### src/rtl/seg_rotate_anim.sv
// ---------------------------------------------------------------------------
// seg_rotate_anim
//
// Self-timed rotating-box animation for an N-digit 7-segment display. A "top
// box" glyph sweeps left to right across the digits, then a "bottom box"
// glyph sweeps back right to left, so the lit segment appears to run around
// the display. The block owns its step prescaler and position counter.
//
// Optional feature macro: SEG_ROT_SPEED_EN
//   defined   : adds the 'speed' port; the step period becomes PRESCALE >> speed
//               (never shorter than one cycle), and a change of speed restarts
//               the prescaler from 0.
//   undefined : no 'speed' port; the step period is fixed at PRESCALE.
//
// Ports
//   clk             in   1           system clock
//   rst_n           in   1           asynchronous reset, active low
//   run             in   1           1 = advance on step ticks, 0 = freeze
//   dir             in   1           0 = forward loop, 1 = reverse loop
//   clear           in   1           synchronous: position 0, prescaler 0
//   speed           in   2           step-rate select (SEG_ROT_SPEED_EN only)
//   data            out  8           segment pattern, registered
//   display_enable  out  NUM_DIGITS  active-low digit enables, one-cold
//   wrap            out  1           one-cycle pulse when the position wraps
// ---------------------------------------------------------------------------
module seg_rotate_anim #(
  parameter int unsigned NUM_DIGITS = 4,
  parameter int unsigned PRESCALE   = 25_000_000,
  parameter int unsigned CNT_W      = 25,
  parameter logic [7:0]  TOP_PAT    = 8'b00111001,
  parameter logic [7:0]  BOT_PAT    = 8'b11000101
) (
  input  logic                  clk,
  input  logic                  rst_n,
  input  logic                  run,
  input  logic                  dir,
  input  logic                  clear,
`ifdef SEG_ROT_SPEED_EN
  input  logic [1:0]            speed,
`endif
  output logic [7:0]            data,
  output logic [NUM_DIGITS-1:0] display_enable,
  output logic                  wrap
);

  // The loop visits every digit twice: once along the top, once along the
  // bottom.
  localparam int unsigned NumPos = 2 * NUM_DIGITS;
  localparam int unsigned PosW   = (NumPos > 1) ? $clog2(NumPos) : 1;
  localparam int unsigned DigW   = (NUM_DIGITS > 1) ? $clog2(NUM_DIGITS) : 1;

  localparam logic [PosW-1:0] PosLast = PosW'(NumPos - 1);

  // -------------------------------------------------------------------------
  // Step period
  // -------------------------------------------------------------------------
  logic [CNT_W-1:0] presc_last;  // prescaler value on which a tick fires
  logic             presc_rst;   // restart the prescaler this cycle

`ifdef SEG_ROT_SPEED_EN
  logic [1:0]       speed_q;
  logic [CNT_W-1:0] period;

  always_comb begin
    period = CNT_W'(PRESCALE) >> speed;
    // A shift that empties the period would never tick; clamp to one cycle.
    if (period == '0) begin
      presc_last = '0;
    end else begin
      presc_last = period - 1'b1;
    end
    // Restarting on a speed change keeps presc inside the new, shorter period.
    presc_rst = clear | (speed != speed_q);
  end

  always_ff @(posedge clk or negedge rst_n) begin
    if (!rst_n) begin
      speed_q <= 2'd0;
    end else begin
      speed_q <= speed;
    end
  end
`else
  always_comb begin
    presc_last = CNT_W'(PRESCALE - 1);
    presc_rst  = clear;
  end
`endif

  // -------------------------------------------------------------------------
  // Prescaler
  // -------------------------------------------------------------------------
  logic [CNT_W-1:0] presc_q, presc_d;
  logic             tick;

  always_comb begin
    presc_d = presc_q;
    tick    = 1'b0;
    if (presc_rst) begin
      // clear outranks a tick landing in the same cycle.
      presc_d = '0;
    end else if (run) begin
      if (presc_q == presc_last) begin
        tick    = 1'b1;
        presc_d = '0;
      end else begin
        presc_d = presc_q + 1'b1;
      end
    end
  end

  always_ff @(posedge clk or negedge rst_n) begin
    if (!rst_n) begin
      presc_q <= '0;
    end else begin
      presc_q <= presc_d;
    end
  end

  // -------------------------------------------------------------------------
  // Position counter and wrap pulse
  // -------------------------------------------------------------------------
  logic [PosW-1:0] pos_q, pos_d;
  logic            wrap_q, wrap_d;

  always_comb begin
    pos_d  = pos_q;
    wrap_d = 1'b0;
    if (clear) begin
      pos_d = '0;
    end else if (tick) begin
      if (!dir) begin
        if (pos_q == PosLast) begin
          pos_d  = '0;
          wrap_d = 1'b1;
        end else begin
          pos_d = pos_q + 1'b1;
        end
      end else begin
        if (pos_q == '0) begin
          pos_d  = PosLast;
          wrap_d = 1'b1;
        end else begin
          pos_d = pos_q - 1'b1;
        end
      end
    end
  end

  always_ff @(posedge clk or negedge rst_n) begin
    if (!rst_n) begin
      pos_q  <= '0;
      wrap_q <= 1'b0;
    end else begin
      pos_q  <= pos_d;
      wrap_q <= wrap_d;
    end
  end

  // -------------------------------------------------------------------------
  // Glyph decode (one cycle behind pos)
  // -------------------------------------------------------------------------
  // Positions 0..N-1 run along the top from the leftmost digit (MSB) to the
  // rightmost; positions N..2N-1 run along the bottom from right back to left.
  logic [7:0]            data_q, data_d;
  logic [NUM_DIGITS-1:0] en_q, en_d;

  always_comb begin
    data_d = TOP_PAT;
    en_d   = '1;
    for (int unsigned k = 0; k < NumPos; k++) begin
      if (pos_q == PosW'(k)) begin
        if (k < NUM_DIGITS) begin
          data_d                         = TOP_PAT;
          en_d[DigW'(NUM_DIGITS - 1 - k)] = 1'b0;
        end else begin
          data_d                     = BOT_PAT;
          en_d[DigW'(k - NUM_DIGITS)] = 1'b0;
        end
      end
    end
  end

  always_ff @(posedge clk or negedge rst_n) begin
    if (!rst_n) begin
      data_q <= 8'h00;
      en_q   <= '1;
    end else begin
      data_q <= data_d;
      en_q   <= en_d;
    end
  end

  assign data           = data_q;
  assign display_enable = en_q;
  assign wrap           = wrap_q;

endmodule
### config.mk
export PLATFORM = sky130hd
export DESIGN_NAME = seg_rotate_anim
export DESIGN_NICKNAME = d
export VERILOG_FILES = /design/src/rtl/seg_rotate_anim.sv
export SDC_FILE = /design/constraint.sdc
export NUM_CORES = 1
export LEC_CHECK = 0
export BUFFER_PORTS_ARGS = -buffer_cell sky130_fd_sc_hd__buf_2
export CORE_AREA = 5 5 87 81
export DETAILED_ROUTE_END_ITERATION = 6
export DIE_AREA = 0 0 92 86
export MAX_ROUTING_LAYER = met4
export PLACE_DENSITY_LB_ADDON = 0.1
export SLEW_MARGIN = 20
export SYNTH_ARGS = -nofsm -noshare
export SYNTH_HDL_FRONTEND = slang
export SYNTH_SLANG_ARGS = --single-unit
### constraint.sdc
create_clock -name clk -period 2.6 [get_ports clk]
set_clock_uncertainty 0.1 [all_clocks]
set_input_delay 0.13 -clock clk [delete_from_list [all_inputs] [get_ports clk]]
set_output_delay 0.13 -clock clk [all_outputs]
set_load 0.02 [all_outputs]
==> impl_metrics.toml, run 1 <==
[yosys]
ys.flop_type = "dfrtp_1"
synth.distinct_cells = 44
synth_top_family_by_area = "simple AND/OR/NAND/NOR gates"
ys_ff_latch = 36
netlist_instances = 214
ys_async_sr_fraction = 1.00
synth.area.mux_share = 0.0295
yosys.area.top_type = "dfrtp_1"
syn-num-nets = 226
synthAdderAreaFrac = 0.0430
synth_edf_count = 0
yosys-top-cells-area = "dfrtp_1, dfstp_2, nor2_1"
syn_avg_cell_area_sq_um = 9.51
seq_area_frac_synth = 0.445
synth_top_area_frac = 0.393
yosysWarnings = 0
synth_xor_area_frac = 0.0602
synth-simple-area-share = 0.250
synth_compound_area_frac = 0.111
synth_area_sq_um = 2040

[status]
outcome = "finished clean"

[floorplan]
die-width_um = 92
io_pins = 18
die_area_sq_um = 7910
core_sq_um = 6010
row_count = 27
die_h_um = 86
start_util = 0.339

[power]
p_leak_uw = 0.000938
powerDensity_nw_per_um2 = 447
peakVddDrop_uv = 215

[global_route]
antenna_found_initial = 0
track_usage = 0.120
grt_max_degree = 37
grt_pass1_vias = 1508
grt_pass1_wl_um = 7430
grt_overflow = 0

[hold_path]
holdPathStages = 3
hp-class = "in2reg"
min_to = "pos_q[0]"
min_from = "dir"

[final_layout]
drive_above_1_share = 0.169
fillerInstances = 606
fin_util = 0.378
design_area_sq_um = 2270
layout_common_cells = "dfrtp_1, nor2_1, nand2_1, buf_2, nand4_1"
antenna_cells = 0
areaGrowthSynthToFinish_pct = 11.6
nNetsFinal = 242
layout_commonest_cell = "dfrtp_1"

[place]
hpwl_um = 3050
placed_area_sq_um = 2170
gp_congestion = 0.747
io_buffers = 16

[clock_tree]
root_buffer = "clkbuf_8"
cts_tree = "done"
holdBufCountCts = 1
numCtsBuffers = 5
clockBufferDepth = 2
htreeDepth = 2
cts-resized-gates = 0
insertion_delay_ns = 0.28
clkTransAtPathRegs_ns = 0.07
postCtsSetupBuffers = 0
cts.sinks = 36

[detailed_routing]
num_vias = 1555
wl_per_cell_um = 14.1
dr.pass1.iters = 4
routed_wl_um = 4280
drc = 0
drtIter0Drc = 40
ant_nets = 0
routed_via_density = 5.13

[timing]
slew_headroom = 0.453
setup_viol = 0
whs_ns = 0.116
finalCritPeriodShare = 0.883
layout_min_cycle_time_ns = 2.30
rsz0062_at_grt = "false"
hold_violations = 0
drv_slew = 0
worst_pin_slew_ns = 0.821
fmax_mhz = 436
setup_tns_ns = 0

[critical_path]
r2r_setup_slack_ns = 0.30
reg2reg_depth = 5
arrival_ns = 2.36
required_ns = 2.67
rr_startpoint = "presc_q[7]"
worstReg2RegEnd = "presc_q[10]"
crit_type = "reg2reg"
crit_path_start_kind = "register"
cp-end-kind = "register"
crit_path_max_fanout = 10

[job]
max_cap_viol_count = 0
registers in the layout, summed over array words and instances (netlist names):
signal and cells:
pos_q 3, data 3, wrap 1, display_enable 4
presc_q 25
per-layer routing:
metal  wire length (um)  share of wire  GRT usage  vias to the layer above
met3                 87          0.020     0.0263                        2
met5                  0              0          -                        -
li1                   -              -          -                      797
met2               1870           0.44      0.170                       18
met1               2300           0.54      0.171                      738
met4                 23         0.0054     0.0364                        0
power breakdown:
part           internal (uW)  leakage, uW  switching (uW)
clock network            211    0.0000510             191
logic                   9.74     0.000407            34.9
registers                563     0.000480            3.80
total                    784     0.000938             230
stage by stage:
stage	total power, uW	setup WS [ns]	cells
2_1_floorplan	601	0.430	214
5_1_grt	1070	0.0942	303
3_5_place_dp	623	0.281	294
6_report	1010	0.304	303
3_3_place_gp	623	0.331	294
4_1_cts	1040	0.276	303
how the worst max path moves through the flow:
stage	end	slack (ns)	startpoint
after CTS	presc_q[10]	0.28	presc_q[7]
after detailed placement	presc_q[13]	0.28	presc_q[7]
after global routing	presc_q[13]	0.09	presc_q[7]
final	presc_q[10]	0.30	presc_q[7]
after floorplan	presc_q[7]	0.43	presc_q[7]
after global placement	presc_q[11]	0.33	presc_q[7]
Yosys cell counts (2+ instances only):
cell and count:
xor2_1 9, or4_1 6, a21oi_1 7, o2111ai_1 4, a311oi_1 4, dfstp_2 4
dfrtp_1 32, a41oi_1 2, o21ai_0 2, inv_1 8, nand3_1 9, o31ai_1 2
xnor2_1 5, buf_4 6, nand2b_1 3, and3_1 3, ha_1 7, o311ai_0 3
nor3_1 5, or3_1 2, conb_1 2, clkbuf_1 6, mux2i_1 6, a31oi_1 2
nand4_1 10, nand2_1 22, nor2_1 26
area by class of cell:
cell class / instances / area [sq um] / area share
clock buffer: 6 / 82.6 / 0.0364
clock inverter: 2 / 10.0 / 0.00441
inverter: 9 / 33.8 / 0.0149
multi-input combinational: 155 / 1010 / 0.446
sequential: 36 / 906 / 0.399
tap: 72 / 90.1 / 0.0397
timing repair buffer: 23 / 135 / 0.0595
cells by family after synthesis:
| family | Yosys count |
|---|---|
| multiplexers | 6 |
| buffers and inverters | 23 |
| XOR/XNOR | 14 |
| flip-flops | 36 |
| other | 2 |
| AND/OR/NAND/NOR | 95 |
| AO/OA/AOI/OAI | 31 |
| adder cells (fa/ha/maj) | 7 |
worst max-delay path, stage by stage, from the launching register on:
cell	delay, ns
dfrtp_1	0.46
or4_4	0.55
nor4_4	0.30
nor4b_4	0.40
or2_2	0.30
nor2_1	0.07
No activity file was read; power rests on OpenSTA's default activity.
==> inputs of run 2 (changes only) <==
==> constraint.sdc (replaced) <==
create_clock -name clk -period 2.6 [get_ports clk]
set_clock_uncertainty 0.1 [all_clocks]
set_input_delay 0.52 -clock clk [delete_from_list [all_inputs] [get_ports clk]]
set_output_delay 0.52 -clock clk [all_outputs]
set_load 0.02 [all_outputs]
==> run 2 against run 1 <==
  * Total power increased by 8.5%
  * Global-route usage grew 0.18 points
  * Critical path depth stayed put
  * Clock-buffer cell count unchanged
  * Cell count grew 0.66%
  * Routed wire length grew 3.6%
  * Clock power increased by 20%
  * Largest cell class unchanged
==> impl_metrics.toml, run 2 (synthesis results as in run 1) <==
[clock_tree]
clockBufferDepth = 2
clkTransAtPathRegs_ns = 0.07
cts.sinks = 36
holdBufCountCts = 0
insertion_delay_ns = 0.28
numCtsBuffers = 5
root_buffer = "clkbuf_8"
cts-resized-gates = 0
htreeDepth = 2
cts_tree = "done"
postCtsSetupBuffers = 0

[power]
p_seq_frac = 0.515
swShare = 0.219
p_leak_uw = 0.000952
power.switching_uw = 240
p_clk_frac = 0.441
comb_power_share = 0.043
internal-power_uw = 859
finalPower_uw = 1100
powerDensity_nw_per_um2 = 479
peakVddDrop_uv = 361

[place]
gp_congestion = 0.758
io_buffers = 16
pre_cts_ws_ns = 0.301
hpwl_um = 3180

[critical_path]
critPathSlowestCell = "or4_4"
crit_path_max_fanout = 10
crit_path_start_kind = "register"
arrival_ns = 2.36
crit_type = "reg2reg"
required_ns = 2.67
critPathMaxStageDelay_ns = 0.55
cp-end-kind = "register"
reg2reg_depth = 5
crit_chain = "or4_4, nor4_4, nor4b_4, or2_2, nor2_1"

[detailed_routing]
num_vias = 1583
drtIter0Drc = 62
drc = 0
dr.pass1.iters = 4
wl_per_cell_um = 14.5
routed_wl_um = 4430
ant_nets = 0
routed_via_density = 5.19

[floorplan]
die-width_um = 92
core_sq_um = 6010
start_util = 0.339
row_count = 27
die_h_um = 86
io_pins = 18
die_area_sq_um = 7910

[final_layout]
layout_common_cells = "dfrtp_1, nor2_1, nand2_1, buf_2, nand4_1"
register_area_sq_um = 906
layout_commonest_cell = "dfrtp_1"
nNetsFinal = 244
areaGrowthSynthToFinish_pct = 12.9
largest_reg_flops = 25
regMostFlops = "presc_q"
fillerInstances = 621
fin_util = 0.382
multi_input_area_sq_um = 1010
drive_above_1_share = 0.176
antenna_cells = 0

[timing]
drv_slew = 0
rsz0062_at_grt = "false"
fmax_mhz = 436
finalCritPeriodShare = 0.883
hold_violations = 0
setup_tns_ns = 0
worst_pin_slew_ns = 0.810
fin_ws_ns = 0.305
slew_headroom = 0.460
setup_viol = 0
layout_min_cycle_time_ns = 2.30

[global_route]
grt_max_degree = 37
antenna_found_initial = 0
grt_pass1_vias = 1509
track_usage = 0.122
grt_overflow = 0
grt_pass1_wl_um = 7530

[status]
outcome = "finished clean"

[hold_path]
hp-class = "in2async"

[job]
max_cap_viol_count = 0
run 2: cell count changes in the layout (fill, tap and decap cells not counted):
cell	before	now
dlygate4sd3_1	1	0
buf_4	6	9
clkinv_2	2	1
clkbuf_1	0	1
clkbuf_8	6	5
bufinv_16	0	1
run 2: critical path, delay by kind of cell (launching register included):
kind             cells  cell delay [ns]
and+or+nand+nor      5             1.62
DFF                  1             0.46
run 2: routing by layer:
metal / up-vias / share of wire / GRT usage
met3: 2 / 0.038 / 0.0263
met1: 759 / 0.52 / 0.175
met2: 28 / 0.44 / 0.178
li1: 794 / - / -
met4: 0 / 0.0052 / 0.0243
met5: - / 0 / -
run 2: power by group through the flow:
stage	logic (uW)	clock network, uW	registers (uW)
after floorplan	23.3	0	578
after global placement	49.7	0	577
after detailed placement	49.5	0	578
after CTS	49.5	501	567
after global routing	54.9	532	567
final	47.8	485	567
run 2: final timing paths:
| check | end | from | slack [ns] |
|---|---|---|---|
| hold reg to reg | presc_q[24] | presc_q[24] | 0.44 |
| setup / recovery | presc_q[12] | presc_q[7] | 0.30 |
| min in group clk | presc_q[24] | presc_q[24] | 0.44 |
| hold / removal | presc_q[21] | rst_n | 0.23 |
| setup reg to reg | presc_q[12] | presc_q[7] | 0.30 |
| max in group asynchronous | presc_q[5] | rst_n | 1.65 |
run 2: cell type report:
type	count	share of cell area
Clock buffer	6	0.0316
Inverter	9	0.0147
Clock inverter	2	0.0152
Timing Repair Buffer	25	0.0642
Tap cell	72	0.0392
Multi-Input combinational cell	155	0.441
Sequential cell	36	0.394
run 2: per-stage QoR:
stage          instance area, sq um  cells  hold WS [ns]
2_1_floorplan                  2040    214         0.124
3_3_place_gp                   2190    297         0.439
3_5_place_dp                   2190    297         0.432
4_1_cts                        2300    305         0.259
5_1_grt                        2300    305         0.297
6_report                       2300    305         0.227
==> inputs of run 3 (changes only) <==
--- a/config.mk
+++ b/config.mk
@@ -11,6 +11,7 @@
 export DIE_AREA = 0 0 92 86
 export MAX_ROUTING_LAYER = met4
 export PLACE_DENSITY_LB_ADDON = 0.1
+export SETUP_SLACK_MARGIN = 0.4
 export SLEW_MARGIN = 20
 export SYNTH_ARGS = -nofsm -noshare
 export SYNTH_HDL_FRONTEND = slang
==> run 3 against run 2 <==
  * Via count increased by 3.0%
  * Cell count is 2.0% higher
  * Combinational power grew 1%
  * Worst setup slack better by 0.22 ns
  * Critical endpoint is now pos_q[2]
  * Largest power group unchanged
  * Highest routed layer unchanged
==> impl_metrics.toml, run 3 (synthesis results as in run 1) <==
[timing]
setup_tns_ns = 0
drv_slew = 0
setup_viol = 0
finalCritPeriodShare = 0.800
rsz0062_at_grt = "true"
slew_headroom = 0.463
layout_min_cycle_time_ns = 2.08
worst_pin_slew_ns = 0.806
fmax_mhz = 481
hold_violations = 0

[critical_path]
crit_path_start_kind = "register"
cp_top_family = "simple AND/OR/NAND/NOR gates"
crit_path_max_fanout = 5
rr_startpoint = "presc_q[10]"
critPathSlowestCell = "or4_4"
critPathMaxStageDelay_ns = 0.54
r2r_setup_slack_ns = 0.52
cp-end-kind = "register"
cp_num_buf_inv = 1
required_ns = 2.70
crit_chain = "or4_4, nor4_4, nor4b_4, buf_4, a21oi_1, a211oi_2"
crit_type = "reg2reg"
critPathLaunch = "presc_q[10]"
arrival_ns = 2.18

[power]
powerDensity_nw_per_um2 = 469
peakVddDrop_uv = 352
p_leak_uw = 0.000987
finalPower_uw = 1110

[detailed_routing]
routed_wl_um = 4580
num_vias = 1631
wl_per_cell_um = 14.7
drtIter0Drc = 49
ant_nets = 0
drc = 0
dr.pass1.iters = 5
routed_via_density = 5.24

[floorplan]
die-width_um = 92
io_pins = 18
die_h_um = 86
die_area_sq_um = 7910
row_count = 27
start_util = 0.339
core_sq_um = 6010

[global_route]
antenna_found_initial = 0
grt_max_degree = 37
track_usage = 0.124
grt_pass1_vias = 1532
grt_overflow = 0
grt_pass1_wl_um = 7640

[place]
gp_congestion = 0.758
io_buffers = 16
placed_area_sq_um = 2190
dp_cells = 297
hpwl_um = 3180

[final_layout]
antenna_cells = 0
fillerInstances = 618
fin_cells = 311
nNetsFinal = 250
layout_commonest_cell = "dfrtp_1"
drive_above_1_share = 0.226
register_area_sq_um = 911
layout_common_cells = "dfrtp_1, nor2_1, nand2_1, buf_2, buf_4"
multi_input_area_sq_um = 1030
design_area_sq_um = 2360
largest_reg_flops = 25
regMostFlops = "presc_q"
areaGrowthSynthToFinish_pct = 16.0

[clock_tree]
htreeDepth = 2
root_buffer = "clkbuf_8"
clkTransAtPathRegs_ns = 0.07
insertion_delay_ns = 0.28
numCtsBuffers = 5
holdBufCountCts = 0
cts.sinks = 36
clockBufferDepth = 2
cts_tree = "done"

[hold_path]
hp-class = "in2async"

[status]
outcome = "finished clean"

[job]
max_cap_viol_count = 0
==> run 3: routing by layer <==
| layer | GRT usage | share of wire |
|---|---|---|
| met1 | 0.176 | 0.51 |
| met4 | 0.0243 | 0.0087 |
| met5 | - | 0 |
| met2 | 0.184 | 0.44 |
| met3 | 0.0263 | 0.042 |
==> run 3: repair_timing <==
| item | CTS | global route |
|---|---|---|
| gates resized for setup | 1 | 10 |
| pin swaps | 1 | 3 |
| setup buffers | 3 | 3 |
| endpoints found under the setup margin | 14 | 14 |
==> run 3: final cells by class <==
cell class                      count  area share
Timing Repair Buffer               31      0.0816
Sequential cell                    36       0.386
Inverter                            9      0.0143
Multi-Input combinational cell    155       0.435
Clock buffer                        6      0.0307
Clock inverter                      2      0.0148
Tap cell                           72      0.0382
==> run 3: power breakdown <==
part / leakage, uW / switching [uW] / total [uW] / internal, uW
sequential: 0.000474 / 4.00 / 567 / 563
clock: 0.0000552 / 207 / 492 / 285
combinational: 0.000458 / 36.6 / 48.4 / 11.9
total: 0.000987 / 248 / 1110 / 860
==> run 3: stage by stage <==
stage          hold WS, ns  setup WS (ns)  utilization
3_5_place_dp         0.432          0.301        0.364
5_1_grt              0.293          0.380        0.393
2_1_floorplan        0.124          0.430            -
4_1_cts              0.259          0.411        0.386
6_report             0.220          0.521        0.393
3_3_place_gp         0.439          0.325        0.364
==> run 3: worst paths after layout <==
kind	to	cells after the start
max	pos_q[2]	6
max in group asynchronous	presc_q[15]	1
min reg2reg	presc_q[24]	2
min in group clk	presc_q[24]	2
min	presc_q[21]	1
max reg2reg	pos_q[2]	6
==> run 3: worst reg2reg max path, cell delays in order (launching register included) <==
cell and delay, ns:
dfrtp_1 0.42, or4_4 0.54, nor4_4 0.24, nor4b_4 0.25
buf_4 0.18, a21oi_1 0.07, a211oi_2 0.20
